$ cat src/rtl/sdram_arb_pkg.sv
// Shared types and constants for the SDRAM cache arbiter.
// The watchdog constant applies only to builds with SDRAM_ARB_TIMEOUT_EN defined.
package sdram_arb_pkg;

    typedef enum logic [1:0] {
        IDLE,
        RDBURST,
        WRITE,
        TURN
    } arb_state_e;

    typedef enum logic [1:0] {
        GNT_C0,
        GNT_C1,
        GNT_WR
    } arb_grant_e;

    localparam int unsigned DEFAULT_BURSTLEN = 8;
    localparam logic [11:0] TIMEOUT_MAX      = 12'hFFF;

endpackage

$ cat src/rtl/sdram_arb_rr.sv
// Two-way round-robin picker between the cache fill requests.
// Combinational; the owner of last_grant_i updates it on each read grant.
module sdram_arb_rr (
    input  logic [1:0] req_i,
    input  logic       last_grant_i,
    output logic       grant_o,
    output logic       valid_o
);

    always_comb begin
        valid_o = |req_i;
        grant_o = 1'b0;
        case (req_i)
            2'b01:   grant_o = 1'b0;
            2'b10:   grant_o = 1'b1;
            2'b11:   grant_o = ~last_grant_i;
            default: grant_o = 1'b0;
        endcase
    end

endmodule

$ cat src/rtl/sdram_cache_arbiter.sv
// Arbitrates one SDRAM controller port between two cache fill ports and a write-through port.
// Optional watchdog (timeout_err port) enabled by defining SDRAM_ARB_TIMEOUT_EN.
module sdram_cache_arbiter
    import sdram_arb_pkg::*;
#(
    parameter int unsigned BURSTLEN = DEFAULT_BURSTLEN,
    parameter int unsigned ADDRW    = 32
) (
    input  logic             clk,
    input  logic             reset,
    input  logic             c0_req,
    input  logic [ADDRW-1:0] c0_addr,
    output logic             c0_fill,
    input  logic             c1_req,
    input  logic [ADDRW-1:0] c1_addr,
    output logic             c1_fill,
    output logic [31:0]      fill_data,
    input  logic             wr_req,
    input  logic [ADDRW-1:0] wr_addr,
    input  logic [31:0]      wr_data,
    input  logic [3:0]       wr_bytesel,
    output logic             wr_ack,
    output logic             sd_req,
    output logic [ADDRW-1:0] sd_addr,
    output logic             sd_rw,
    output logic [31:0]      sd_wdata,
    output logic [3:0]       sd_bytesel,
    input  logic             sd_ack,
    input  logic             sd_fill,
    input  logic [31:0]      sd_rdata,
`ifdef SDRAM_ARB_TIMEOUT_EN
    output logic             timeout_err,
`endif
    output logic             busy
);

    localparam int unsigned BEATW = $clog2(BURSTLEN);

    arb_state_e       state_q, state_d;
    arb_grant_e       grant_q, grant_d;
    logic             last_grant_q, last_grant_d;
    logic [BEATW-1:0] beat_q, beat_d;
    logic             sd_req_q, sd_req_d;
    logic             sd_rw_q, sd_rw_d;
    logic [ADDRW-1:0] sd_addr_q, sd_addr_d;
    logic [31:0]      sd_wdata_q, sd_wdata_d;
    logic [3:0]       sd_bytesel_q, sd_bytesel_d;
    logic             wr_ack_q, wr_ack_d;
    logic             rr_grant;
    logic             rr_valid;

`ifdef SDRAM_ARB_TIMEOUT_EN
    logic [11:0]      wdog_q, wdog_d;
    logic             tmo_q, tmo_d;
`endif

    sdram_arb_rr u_rr (
        .req_i        ({c1_req, c0_req}),
        .last_grant_i (last_grant_q),
        .grant_o      (rr_grant),
        .valid_o      (rr_valid)
    );

    always_ff @(posedge clk) begin
        if (!reset) begin
            state_q      <= IDLE;
            grant_q      <= GNT_C0;
            last_grant_q <= 1'b1;
            beat_q       <= '0;
            sd_req_q     <= 1'b0;
            sd_rw_q      <= 1'b1;
            sd_addr_q    <= '0;
            sd_wdata_q   <= '0;
            sd_bytesel_q <= '0;
            wr_ack_q     <= 1'b0;
`ifdef SDRAM_ARB_TIMEOUT_EN
            wdog_q       <= '0;
            tmo_q        <= 1'b0;
`endif
        end else begin
            state_q      <= state_d;
            grant_q      <= grant_d;
            last_grant_q <= last_grant_d;
            beat_q       <= beat_d;
            sd_req_q     <= sd_req_d;
            sd_rw_q      <= sd_rw_d;
            sd_addr_q    <= sd_addr_d;
            sd_wdata_q   <= sd_wdata_d;
            sd_bytesel_q <= sd_bytesel_d;
            wr_ack_q     <= wr_ack_d;
`ifdef SDRAM_ARB_TIMEOUT_EN
            wdog_q       <= wdog_d;
            tmo_q        <= tmo_d;
`endif
        end
    end

    always_comb begin
        state_d      = state_q;
        grant_d      = grant_q;
        last_grant_d = last_grant_q;
        beat_d       = beat_q;
        sd_req_d     = sd_req_q;
        sd_rw_d      = sd_rw_q;
        sd_addr_d    = sd_addr_q;
        sd_wdata_d   = sd_wdata_q;
        sd_bytesel_d = sd_bytesel_q;
        wr_ack_d     = 1'b0;
`ifdef SDRAM_ARB_TIMEOUT_EN
        wdog_d       = '0;
        tmo_d        = 1'b0;
`endif

        case (state_q)
            IDLE: begin
                // Writes win so a later fill of the same line sees the new data.
                if (wr_req) begin
                    grant_d      = GNT_WR;
                    sd_addr_d    = wr_addr;
                    sd_wdata_d   = wr_data;
                    sd_bytesel_d = wr_bytesel;
                    sd_rw_d      = 1'b0;
                    sd_req_d     = 1'b1;
                    state_d      = WRITE;
                end else if (rr_valid) begin
                    grant_d      = rr_grant ? GNT_C1 : GNT_C0;
                    last_grant_d = rr_grant;
                    sd_addr_d    = rr_grant ? c1_addr : c0_addr;
                    sd_bytesel_d = '1;
                    sd_rw_d      = 1'b1;
                    sd_req_d     = 1'b1;
                    state_d      = RDBURST;
                end
            end
            RDBURST: begin
                if (sd_fill) begin
                    sd_req_d = 1'b0;
                    if (beat_q == BEATW'(BURSTLEN - 1)) begin
                        beat_d  = '0;
                        state_d = TURN;
                    end else begin
                        beat_d = beat_q + BEATW'(1);
                    end
                end
            end
            WRITE: begin
                if (sd_ack) begin
                    sd_req_d = 1'b0;
                    wr_ack_d = 1'b1;
                    state_d  = TURN;
                end
            end
            TURN:    state_d = IDLE;
            default: state_d = IDLE;
        endcase

`ifdef SDRAM_ARB_TIMEOUT_EN
        if ((state_q == RDBURST) || (state_q == WRITE)) begin
            if (((state_q == RDBURST) && sd_fill) || ((state_q == WRITE) && sd_ack)) begin
                wdog_d = '0;
            end else if (wdog_q == TIMEOUT_MAX) begin
                tmo_d    = 1'b1;
                sd_req_d = 1'b0;
                beat_d   = '0;
                state_d  = TURN;
            end else begin
                wdog_d = wdog_q + 12'd1;
            end
        end
`endif
    end

    // Fill strobes are combinational so the cache captures data in its arrival cycle.
    assign c0_fill    = sd_fill & (state_q == RDBURST) & (grant_q == GNT_C0);
    assign c1_fill    = sd_fill & (state_q == RDBURST) & (grant_q == GNT_C1);
    assign fill_data  = sd_rdata;
    assign wr_ack     = wr_ack_q;
    assign sd_req     = sd_req_q;
    assign sd_addr    = sd_addr_q;
    assign sd_rw      = sd_rw_q;
    assign sd_wdata   = sd_wdata_q;
    assign sd_bytesel = sd_bytesel_q;
    assign busy       = (state_q != IDLE);
`ifdef SDRAM_ARB_TIMEOUT_EN
    assign timeout_err = tmo_q;
`endif

endmodule
$ cat config.mk
export PLATFORM = sky130hd
export DESIGN_NAME = sdram_cache_arbiter
export DESIGN_NICKNAME = d
export VERILOG_FILES = /design/src/rtl/sdram_arb_pkg.sv /design/src/rtl/sdram_arb_rr.sv /design/src/rtl/sdram_cache_arbiter.sv
export SDC_FILE = /design/constraint.sdc
export NUM_CORES = 1
export LEC_CHECK = 0
export BUFFER_PORTS_ARGS = -buffer_cell sky130_fd_sc_hd__buf_2
export CAP_MARGIN = 20
export CORE_AREA = 2 2 106 108
export CTS_BUF_LIST = sky130_fd_sc_hd__clkbuf_4 sky130_fd_sc_hd__clkbuf_8
export CTS_CLUSTER_DIAMETER = 200
export DETAILED_ROUTE_END_ITERATION = 10
export DIE_AREA = 0 0 108 110
export PLACE_DENSITY = 0.77
export RECOVER_POWER = 100
export SLEW_MARGIN = 25
export SYNTH_ARGS = -nofsm -noshare
export SYNTH_HDL_FRONTEND = slang
export SYNTH_SLANG_ARGS = --single-unit
$ cat constraint.sdc
create_clock -name clk -period 2.1 [get_ports clk]
set_input_delay 0.315 -clock clk [delete_from_list [all_inputs] [get_ports clk]]
set_output_delay 0.315 -clock clk [all_outputs]
set_load 0.01 [all_outputs]
### Word-level counts from Yosys, hierarchy flattened

Index checks and enable logic that the tools add are counted.

| storage, ports and cells | value |
|---|---|
| bits in registers | 79 |
| bits in latches | 0 |
| RAM bits | 0 |
| memory bits (read-only) | 0 |
| bits of input ports | 171 |
| output and inout bits | 106 |
| memories kept | 0 |

| cells by class | value |
|---|---|
| add/sub/neg operators | 1 |
| multiply operators | 0 |
| divide/modulo/power cells | 0 |
| magnitude comparators | 0 |
| eq/ne operators | 11 |
| shift-type cells | 0 |
| multiplexer cells | 23 |
| bitwise operators | 5 |
| reduce and logical (&&, ||, !) cells | 13 |

Operators with widths:

| kind | count |
|---|---|
| 32-bit two-way mux | 3 |
| 2-bit two-way mux | 7 |
| 2-bit equality test (second input constant) | 4 |
| 4-bit two-way mux | 2 |
| 2-bit case mux with 4 select lines | 1 |
| 2-bit AND reduction | 4 |
| 4-bit AND reduction | 2 |
| 1-bit two-way mux | 7 |
| 2-bit != test (second input constant) | 3 |
| 2-bit by 1-bit equality test with 1-bit output (second input constant) | 2 |
| 2-bit logical NOT | 2 |
| 2-bit nonzero test | 2 |
| 3-bit by 1-bit adder with 3-bit output (second input constant) | 1 |
| 1-bit AND | 3 |
| 3-bit equality test (second input constant) | 1 |
| 3-bit two-way mux | 1 |
| 3-bit != test (second input constant) | 1 |
| 1-bit case mux with 3 select lines | 1 |
| 3-bit AND reduction | 1 |
| 3-bit nonzero test | 1 |
| 1-bit inverter | 2 |
| 1-bit case mux with 2 select lines | 1 |
| 2-bit OR reduction | 1 |

### Logic depth before layout (Yosys ltp)

Gate-level depths: netlist of the first run.

| logic depth | value |
|---|---|
| word-level depth | 5 |
| gate-level depth with buffers | 7 |
| mapped depth without buffers | 5 |

### By module

A second synthesis of the first run with hierarchy kept.

| unflattened totals | value |
|---|---|
| cells, all modules | 429 |
| area total of the unflattened synthesis | 3873.7 um^2 |

By module, submodules not included:

| module | times used | cells each | area each (um^2) | sequential area each (um^2) |
|---|---|---|---|---|
| sdram_cache_arbiter | 1 | 427 | 3860.0 | 1581.5 |
| sdram_arb_rr | 1 | 2 | 13.8 | 0.0 |

### Least setup slack after synthesis of the first run

OpenSTA, ideal clock, no wires.

| path | value |
|---|---|
| path kind | register -> register |
| from | reg state_q[0] |
| to | reg sd_req_q (netlist: sd_req) |
| setup time | 72 ps |
| arrival | 1485 ps |
| setup slack | 543 ps |
| stages on the path, launching flop included | 6 |
| buffers on the path | 0 |
| clock period less this slack | 1557 ps |
| cell sequence | dfxtp_1 > inv_1 > ha_1 > nor2b_2 > a2111oi_2 > mux2i_1 |

| on the way | value |
|---|---|
| cells in the longest elaborated chain, start to end | 3 |
| elaborated cells between the ends (all ways) | 9 |

Ends and longest elaborated chain:

| element | line | text |
|---|---|---|
| start: declaration | sdram_cache_arbiter.sv:39 | `arb_state_e state_q, state_d;` |
| start signal: assignment | sdram_cache_arbiter.sv:81 | `state_q <= state_d;` |
| 2-bit by 1-bit equality test with 1-bit output (tied with other cells) | sdram_cache_arbiter.sv:114 | `case (state_q)` |
| 2-bit != test (no line) (tied with other cells) | n/a |  |
| 4-bit AND reduction (no line) | n/a |  |
| end signal: assignment | sdram_cache_arbiter.sv:85 | `sd_req_q <= sd_req_d;` |
| end: declaration | sdram_cache_arbiter.sv:43 | `logic sd_req_q, sd_req_d;` |

Several ways; a longest one is shown, not always the timed one.
A chain may end at the register's enable or synchronous reset.

### Worst setup path in the final report of the first run

| path | value |
|---|---|
| from | reg state_q[1] |
| to | out c1_fill |

| on the way | value |
|---|---|
| cells in the longest elaborated chain, start to end | 3 |

Ends and longest elaborated chain:

| element | line | text |
|---|---|---|
| 2-bit by 1-bit equality test with 1-bit output | sdram_cache_arbiter.sv:175 | `assign c1_fill = sd_fill & (state_q == RDBURST) & (grant_q == GNT_C1);` |
| 1-bit AND (2 in series) | sdram_cache_arbiter.sv:175 |  |
| end: declaration | sdram_cache_arbiter.sv:16 | `output logic c1_fill,` |

No other way between the ends.

==> results of run 1 <==
[synth_stat cells, types with 4 or more instances]
library cell,instances,area (sq um)
o21ai_0,4,20.0
ha_1,6,75.1
nand2_1,72,270
a21oi_1,36,180
nor2b_1,32,200
dfxtp_1,79,1580
and2_1,30,188
buf_4,33,248
nand3_1,30,150
o221a_2,4,45.0
clkbuf_1,14,52.6
buf_2,23,115
nor2_1,6,22.5
o41ai_2,27,439
a221oi_2,28,420
buf_6,4,45.0
mux2i_1,7,70.1
[per-stage QoR]
| step | instance area [sq um] | total power (W) | std cells |
|---|---|---|---|
| 2_1_floorplan | 4360 | 0.00351 | 465 |
| 3_3_place_gp | 5260 | 0.00412 | 754 |
| 6_report | 5200 | 0.00533 | 770 |
| 4_1_cts | 5500 | 0.00561 | 770 |
| 5_1_grt | 5200 | 0.00564 | 770 |
| 3_5_place_dp | 5260 | 0.00421 | 754 |
[worst paths after layout]
kind / from / end / cells after the start
max: state_q[1] / c1_fill / 5
min: wr_data[3] / sd_wdata[3] / 3
max reg2reg: state_q[0] / sd_req / 5
min reg2reg: sd_wdata[6] / sd_wdata[6] / 2
[worst max-delay path: cells and delay by family, from the launching register on]
family / cells / cell delay [ns]
and+or+nand+nor: 2 / 0.39
DFF: 1 / 0.35
buffers and inverters: 2 / 0.30
adders and majority gates: 1 / 0.23
[power groups by stage]
| stage | registers, W | clock network (W) | logic, W |
|---|---|---|---|
| 6_report | 0.00203 | 0.00139 | 0.00190 |
| 5_1_grt | 0.00207 | 0.00148 | 0.00209 |
| 4_1_cts | 0.00202 | 0.00142 | 0.00217 |
| 3_5_place_dp | 0.00205 | 0 | 0.00216 |
| 3_3_place_gp | 0.00203 | 0 | 0.00209 |
| 2_1_floorplan | 0.00217 | 0 | 0.00133 |
[registers in the layout, indices dropped and copies added, names as in the netlist]
| signal | count |
|---|---|
| sd_addr | 32 |
| sd_wdata | 32 |
| sd_bytesel | 4 |
| beat_q | 3 |
| grant_q | 2 |
| state_q | 2 |
| last_grant_q | 1 |
| sd_req | 1 |
| sd_rw | 1 |
| wr_ack | 1 |
[final cells by class]
| cell class | count | area (sq um) | area share |
|---|---|---|---|
| tap | 140 | 175 | 0.0337 |
| sequential | 79 | 1580 | 0.304 |
| clock inverter | 7 | 120 | 0.0231 |
| clock buffer | 9 | 124 | 0.0238 |
| timing repair buffer | 223 | 1080 | 0.208 |
| inverter | 4 | 15.0 | 0.00289 |
| multi-input combinational | 308 | 2100 | 0.404 |
[kinds of logic (layout without fill, tap and decap cells)]
kind of cell,after synthesis,in the layout,synth area share
and+or+nand+nor,181,181,0.208
AOI/OAI and AO/OA,114,114,0.287
DFF,79,79,0.363
buffers and inverters,78,243,0.109
muxes,7,7,0.0161
adders and majority gates,6,6,0.0172
[per-layer routing]
metal | vias up | part of all wire | global-route usage
met1 | 1916 | 0.39 | 0.244
li1 | 1959 | - | -
met3 | 40 | 0.078 | 0.0506
met5 | - | 0 | 0
met2 | 180 | 0.50 | 0.373
met4 | 0 | 0.030 | 0.104
==> flow_summary.yaml, run 1 <==
synth:
  postSynthAreaPerCell_sq_um: 9.37
  synth_fp_nets: 642
  synth_enable_flop_cells: 0
  ys_types: 36
  ys_ff_latch: 79
  synth_flop_cell: "dfxtp_1"
  synthCells: 465
  syn_area_sq_um: 4360
  yosysWarnings: 0
  async_flop_share: 0
  ys_seq_area_frac: 0.363
floorplan:
  dieArea_sq_um: 11900
  fp.coreArea_sq_um: 10700
  dieWidth_um: 108
  fp-row-count: 38
  fp.dieH_um: 110
  ios: 277
  start_util: 0.407
timing:
  final_max_slew_viol_count: 0
  max_slew.worst_pin.slew_ns: 0.758
  rsz0062_at_grt: "false"
  hold_ws_ns: 0.191
  setup_tns_ns: 0
  max_clock_freq_ghz: 0.515
  min_period_ns: 1.94
  fin_ws_ns: 0.157
  final.period_utilization: 0.925
  finalHoldViolations: 0
  finClkSkew_ns: 0.0104
  setup_viol: 0
  relSlewSlack: 0.495
power_and_ir_drop:
  combPwrFrac: 0.356
  power.share.switching: 0.372
  leakage_nw: 2.16
  clockPowerShare: 0.262
  p_int_w: 0.00335
  vdd_drop_max_uv: 436
  power.density_nw_per_um2: 1020
  switchingPower_w: 0.00198
  pwr-share-seq: 0.382
detailed_routing:
  drt_wl_total_mm: 13.2
  drtIter0Drc: 306
  num_vias: 4095
  drcViolationCount: 0
  dr.pass1.iters: 4
  wl_per_cell_um: 17.2
  vias_per_cell: 5.32
  postRouteAntennaNets: 0
run_status:
  outcome: "complete, no violations"
final_layout:
  area_growth_pct: 19.3
  drive_gt1_frac: 0.324
  final_common_cell: "buf_2"
  n_antenna_cell: 0
  mostFrequentLayoutCells: "buf_2 (138), dfxtp_1 (79), clkbuf_1 (74)"
  fill_cells: 1084
  fin_nets: 802
  postLayoutCoreUtil: 0.486
clocking:
  post_cts_buffers: 0
  clkTransAtPathRegs_ns: 0.09
  root_buffer: "clkbuf_8"
  cts_resized: 0
  cts.sinks: 79
  clockBufferDepth: 2
  clk_latency_ns: 0.36
  cts_hold_buffers: 0
  numCtsBuffers: 9
  h-tree-depth: 3
  tritoncts: "yes"
placement:
  globalplace.congestion: 0.826
  dpl_worst_slack_ns: 0.300
  dp_hpwl_mm: 9.93
  portBuffers: 212
global_routing:
  gr-total-overflow: 0
  track_usage: 0.213
  grt_pass1_wl_mm: 19.5
  grt_pass1_vias: 4016
  antenna_found_initial: 0
  grt_max_degree: 59
worst_setup_path:
  required_ns: 1.78
  worst-path-max-fanout: 5
  worst_setup_path_end_kind: "primary output"
  startpoint_type: "flop"
  slowest_delay_ns: 0.35
  critPathArrivalTime_ns: 1.63
  slowest_stage: "dfxtp_1"
  regToRegSetupSlack_ns: 0.23
  crit_chain: "inv_1, ha_1, nand2_1, nor3b_1, clkbuf_1"
  path_class: "reg2out"
flow_run:
  drv_cap: 0
worst_hold_path:
  hold_class: "in2reg"
Note: power is estimated with default switching activity, not from simulation.
==> run 2: changes to the inputs <==
--- a/config.mk
+++ b/config.mk
@@ -7,12 +7,12 @@
 export LEC_CHECK = 0
 export BUFFER_PORTS_ARGS = -buffer_cell sky130_fd_sc_hd__buf_2
 export CAP_MARGIN = 20
-export CORE_AREA = 2 2 106 108
+export CORE_MARGIN = 8
+export CORE_UTILIZATION = 44
 export CTS_BUF_LIST = sky130_fd_sc_hd__clkbuf_4 sky130_fd_sc_hd__clkbuf_8
 export CTS_CLUSTER_DIAMETER = 200
 export DETAILED_ROUTE_END_ITERATION = 10
-export DIE_AREA = 0 0 108 110
-export PLACE_DENSITY = 0.77
+export PLACE_DENSITY = 0.83
 export RECOVER_POWER = 100
 export SLEW_MARGIN = 25
 export SYNTH_ARGS = -nofsm -noshare
==> flow_summary.yaml, run 2 (synthesis results as in run 1) <==
floorplan:
  dieArea_sq_um: 13300
  ios: 277
  start_util: 0.450
  fp.coreArea_sq_um: 9680
  dieWidth_um: 116
  fp-row-count: 36
  fp.dieH_um: 116
timing:
  relSlewSlack: 0.454
  max_clock_freq_ghz: 0.510
  max_slew.worst_pin.slew_ns: 0.819
  finalHoldViolations: 0
  final.period_utilization: 0.933
  min_period_ns: 1.96
  fin_ws_ns: 0.140
  rsz0062_at_grt: "false"
  setup_tns_ns: 0
  finClkSkew_ns: 0.00797
  final_max_slew_viol_count: 0
  setup_viol: 0
global_routing:
  grt_max_degree: 63
  grt_pass1_wl_mm: 21.5
  grt_pass1_vias: 4345
  track_usage: 0.202
  gr-total-overflow: 0
  antenna_found_initial: 0
clocking:
  post_cts_buffers: 0
  cts.sinks: 79
  cts_hold_buffers: 0
  clkTransAtPathRegs_ns: 0.08
  clk_latency_ns: 0.33
  clockBufferDepth: 2
  h-tree-depth: 3
  tritoncts: "yes"
  numCtsBuffers: 9
  root_buffer: "clkbuf_8"
worst_setup_path:
  regToRegSetupSlack_ns: 0.21
  rr_worst_depth: 6
  startpoint_type: "flop"
  required_ns: 1.78
  worst-path-max-fanout: 5
  r2r_start: "state_q[0]"
  critPathArrivalTime_ns: 1.65
  worst_setup_path_end_kind: "primary output"
  r2r_end: "state_q[1]"
  path_class: "reg2out"
final_layout:
  register_area_sq_um: 1580
  fin_nets: 805
  n_antenna_cell: 0
  mostFrequentLayoutCells: "buf_2 (140), dfxtp_1 (79), clkbuf_1 (74)"
  drive_gt1_frac: 0.329
  multi_input_area_sq_um: 2110
  fill_cells: 918
  area_growth_pct: 18.6
  final_common_cell: "buf_2"
  postLayoutCoreUtil: 0.534
power_and_ir_drop:
  power.share.switching: 0.387
  switchingPower_w: 0.00191
  power.density_nw_per_um2: 956
  vdd_drop_max_uv: 365
  leakage_nw: 2.15
  pwr-share-seq: 0.411
  combPwrFrac: 0.390
  p_int_w: 0.00303
  clockPowerShare: 0.199
detailed_routing:
  drt_wl_total_mm: 13.8
  drtIter0Drc: 279
  postRouteAntennaNets: 0
  num_vias: 4141
  dr.pass1.iters: 4
  drcViolationCount: 0
  wl_per_cell_um: 18.0
  vias_per_cell: 5.41
worst_hold_path:
  min_path_cells: 3
  min_from: "wr_data[30]"
  whs_endpoint: "sd_wdata[30]"
  hold_class: "in2reg"
placement:
  dp_hpwl_mm: 10.6
  globalplace.congestion: 0.857
  portBuffers: 212
  dpl_worst_slack_ns: 0.236
run_status:
  outcome: "complete, no violations"
flow_run:
  drv_cap: 0
==> run 2: cell types whose count changed in the layout (fill, tap and decap cells not counted), moves of 2 or more <==
| cell | previous run | this run |
|---|---|---|
| clkinv_2 | 1 | 3 |
| bufinv_16 | 3 | 0 |
| buf_12 | 3 | 5 |
| buf_2 | 138 | 140 |
==> run 2: worst max-delay path by stage <==
stage               start            to  slack, ns  cells past startpoint
6_report       state_q[1]       c1_fill       0.14                      5
5_1_grt        state_q[1]       c1_fill       0.02                      5
4_1_cts        state_q[1]       c1_fill       0.05                      5
3_5_place_dp   state_q[0]  sd_wdata[29]       0.24                      6
3_3_place_gp   state_q[0]  sd_wdata[22]       0.34                      6
2_1_floorplan  state_q[0]        sd_req       0.54                      5
==> run 2: timing repair <==
item | 4_1_cts | 5_1_grt
endpoints found under the hold margin | 0 | 0
gates resized for setup | 0 | 2
setup endpoints to repair | 0 | 2
==> run 2: per-stage QoR <==
stage          total power (W)  hold WS [ns]  instances  area (sq um)
2_1_floorplan          0.00351         0.436        465          4360
6_report               0.00494         0.213        765          5170
5_1_grt                0.00528         0.192        765          5170
4_1_cts                0.00525         0.187        765          5460
3_3_place_gp           0.00418         0.438        750          5290
3_5_place_dp           0.00426         0.446        750          5290
==> run 2: final cells by class <==
type / count / share of cell area
Multi-Input combinational cell: 308 / 0.408
Timing Repair Buffer: 226 / 0.218
Clock buffer: 11 / 0.0281
Inverter: 4 / 0.00290
Clock inverter: 4 / 0.00436
Tap cell: 133 / 0.0322
Sequential cell: 79 / 0.306
==> run 2: critical path, cell delays in order (launching register included) <==
cell and delay [ns]:
dfxtp_1 0.34, inv_1 0.09, ha_1 0.25, nand2_1 0.20
nor3b_2 0.26, buf_2 0.17
==> run 2: power groups by stage <==
stage               registers (W)  logic (W)  clock network (W)
floorplan                 0.00217    0.00133                  0
global placement          0.00203    0.00215                  0
detailed placement        0.00204    0.00222                  0
CTS                       0.00202    0.00222            0.00102
global route              0.00207    0.00212            0.00109
finish                    0.00203    0.00193           0.000981
==> run 2: routing by layer <==
layer / routed length (um) / vias up / global-route usage / share of wire
met1: 5240 / 1933 / 0.220 / 0.38
li1: - / 1966 / - / -
met2: 6740 / 204 / 0.342 / 0.49
met5: 0 / - / 0 / 0
met3: 1380 / 38 / 0.0683 / 0.10
met4: 411 / 0 / 0.104 / 0.030
==> run 3: changes to the inputs <==
==> constraint.sdc (replaced) <==
create_clock -name clk -period 2.1 [get_ports clk]
set_input_delay 0.315 -clock clk [delete_from_list [all_inputs] [get_ports clk]]
set_output_delay 0.315 -clock clk [all_outputs]
set_load 0.005 [all_outputs]
==> flow_summary.yaml, run 3 (synthesis results as in run 1) <==
timing:
  max_slew.worst_pin.slew_ns: 0.821
  setup_tns_ns: 0
  relSlewSlack: 0.453
  final.period_utilization: 0.921
  max_clock_freq_ghz: 0.517
  finalHoldViolations: 0
  rsz0062_at_grt: "false"
  final_max_slew_viol_count: 0
  finClkSkew_ns: 0.00980
  setup_viol: 0
  min_period_ns: 1.93
detailed_routing:
  postRouteAntennaNets: 0
  vias_per_cell: 5.42
  dr.pass1.iters: 5
  drcViolationCount: 0
  wl_per_cell_um: 18.0
  num_vias: 4144
  drtIter0Drc: 287
  drt_wl_total_mm: 13.8
worst_setup_path:
  worst_setup_path_end_kind: "primary output"
  slowest_stage: "dfxtp_1"
  path_class: "reg2out"
  crit_chain: "inv_1, ha_1, nand2_1, nor3_1, buf_2"
  critPathArrivalTime_ns: 1.62
  startpoint: "state_q[1]"
  required_ns: 1.78
  crit_buf_inv: 2
  slowest_delay_ns: 0.34
  worst-path-max-fanout: 5
  startpoint_type: "flop"
  crit_family: "simple AND/OR/NAND/NOR gates"
  r2r_start: "state_q[0]"
worst_hold_path:
  hold_class: "in2reg"
  min_from: "wr_data[30]"
clocking:
  clk_latency_ns: 0.34
  h-tree-depth: 3
  numCtsBuffers: 9
  clockBufferDepth: 2
  clkTransAtPathRegs_ns: 0.08
  tritoncts: "yes"
  cts.sinks: 79
  cts_hold_buffers: 0
  root_buffer: "clkbuf_8"
  post_cts_buffers: 0
final_layout:
  mostFrequentLayoutCells: "buf_2 (157), dfxtp_1 (79), nand2_1 (71)"
  drive_gt1_frac: 0.356
  stdcell_area_sq_um: 5190
  fill_cells: 905
  area_growth_pct: 19.0
  fin_nets: 805
  n_antenna_cell: 0
  final_common_cell: "buf_2"
global_routing:
  grt_max_degree: 63
  antenna_found_initial: 0
  track_usage: 0.202
  grt_pass1_vias: 4345
  gr-total-overflow: 0
  grt_pass1_wl_mm: 21.5
floorplan:
  start_util: 0.450
  ios: 277
  fp.dieH_um: 116
  fp-row-count: 36
  dieWidth_um: 116
  dieArea_sq_um: 13300
  fp.coreArea_sq_um: 9680
placement:
  portBuffers: 212
  placedInstanceArea_sq_um: 5290
  globalplace.congestion: 0.857
  dp_hpwl_mm: 10.6
power_and_ir_drop:
  leakage_nw: 2.22
  power_w: 0.00484
  power.density_nw_per_um2: 933
  vdd_drop_max_uv: 362
flow_run:
  drv_cap: 0
run_status:
  outcome: "complete, no violations"
[run 3: final cells by class]
| class | instances | area [sq um] | share of cell area |
|---|---|---|---|
| Sequential cell | 79 | 1580 | 0.305 |
| Inverter | 4 | 15.0 | 0.00290 |
| Multi-Input combinational cell | 308 | 2100 | 0.406 |
| Clock buffer | 11 | 145 | 0.0280 |
| Timing Repair Buffer | 226 | 1150 | 0.222 |
| Tap cell | 133 | 166 | 0.0321 |
| Clock inverter | 4 | 22.5 | 0.00434 |
[run 3: what timing repair did]
item	in CTS	in global routing
gates resized for setup	0	1
hold endpoints to repair	0	0
setup endpoints to repair	0	1
[run 3: per-layer routing]
metal  vias up  GRT usage  part of all wire
li1       1963          -                 -
met4         0      0.104             0.030
met2       210      0.342              0.49
met3        38     0.0683             0.098
met5         -          0                 0
met1      1933      0.220              0.38
[run 3: stage by stage]
| stage | hold slack, ns | std cells | utilization | setup WS [ns] |
|---|---|---|---|---|
| 5_1_grt | 0.192 | 765 | 0.536 | 0.0136 |
| 3_3_place_gp | 0.438 | 750 | 0.547 | 0.343 |
| 6_report | 0.213 | 765 | 0.536 | 0.165 |
| 4_1_cts | 0.187 | 765 | 0.564 | 0.0725 |
| 2_1_floorplan | 0.436 | 465 | - | 0.543 |
| 3_5_place_dp | 0.446 | 750 | 0.547 | 0.236 |
[run 3: final timing paths]
check                   to  slack, ns  cells past startpoint
min reg2reg   sd_wdata[13]       0.45                      2
max                c0_fill       0.17                      5
max reg2reg  sd_bytesel[1]       0.19                      6
min           sd_wdata[30]       0.21                      3
[run 3: worst register-to-register path, stage by stage (launching register included)]
cell and delay, ns:
dfxtp_1 0.35, inv_1 0.09, ha_1 0.16, clkbuf_1 0.25, nand2_2 0.07, clkbuf_2 0.44
o221a_2 0.45
[run 3: power breakdown]
| group | switching (W) | internal [W] |
|---|---|---|
| clock network | 0.000522 | 0.000463 |
| registers | 0.000192 | 0.00184 |
| logic | 0.00108 | 0.000749 |
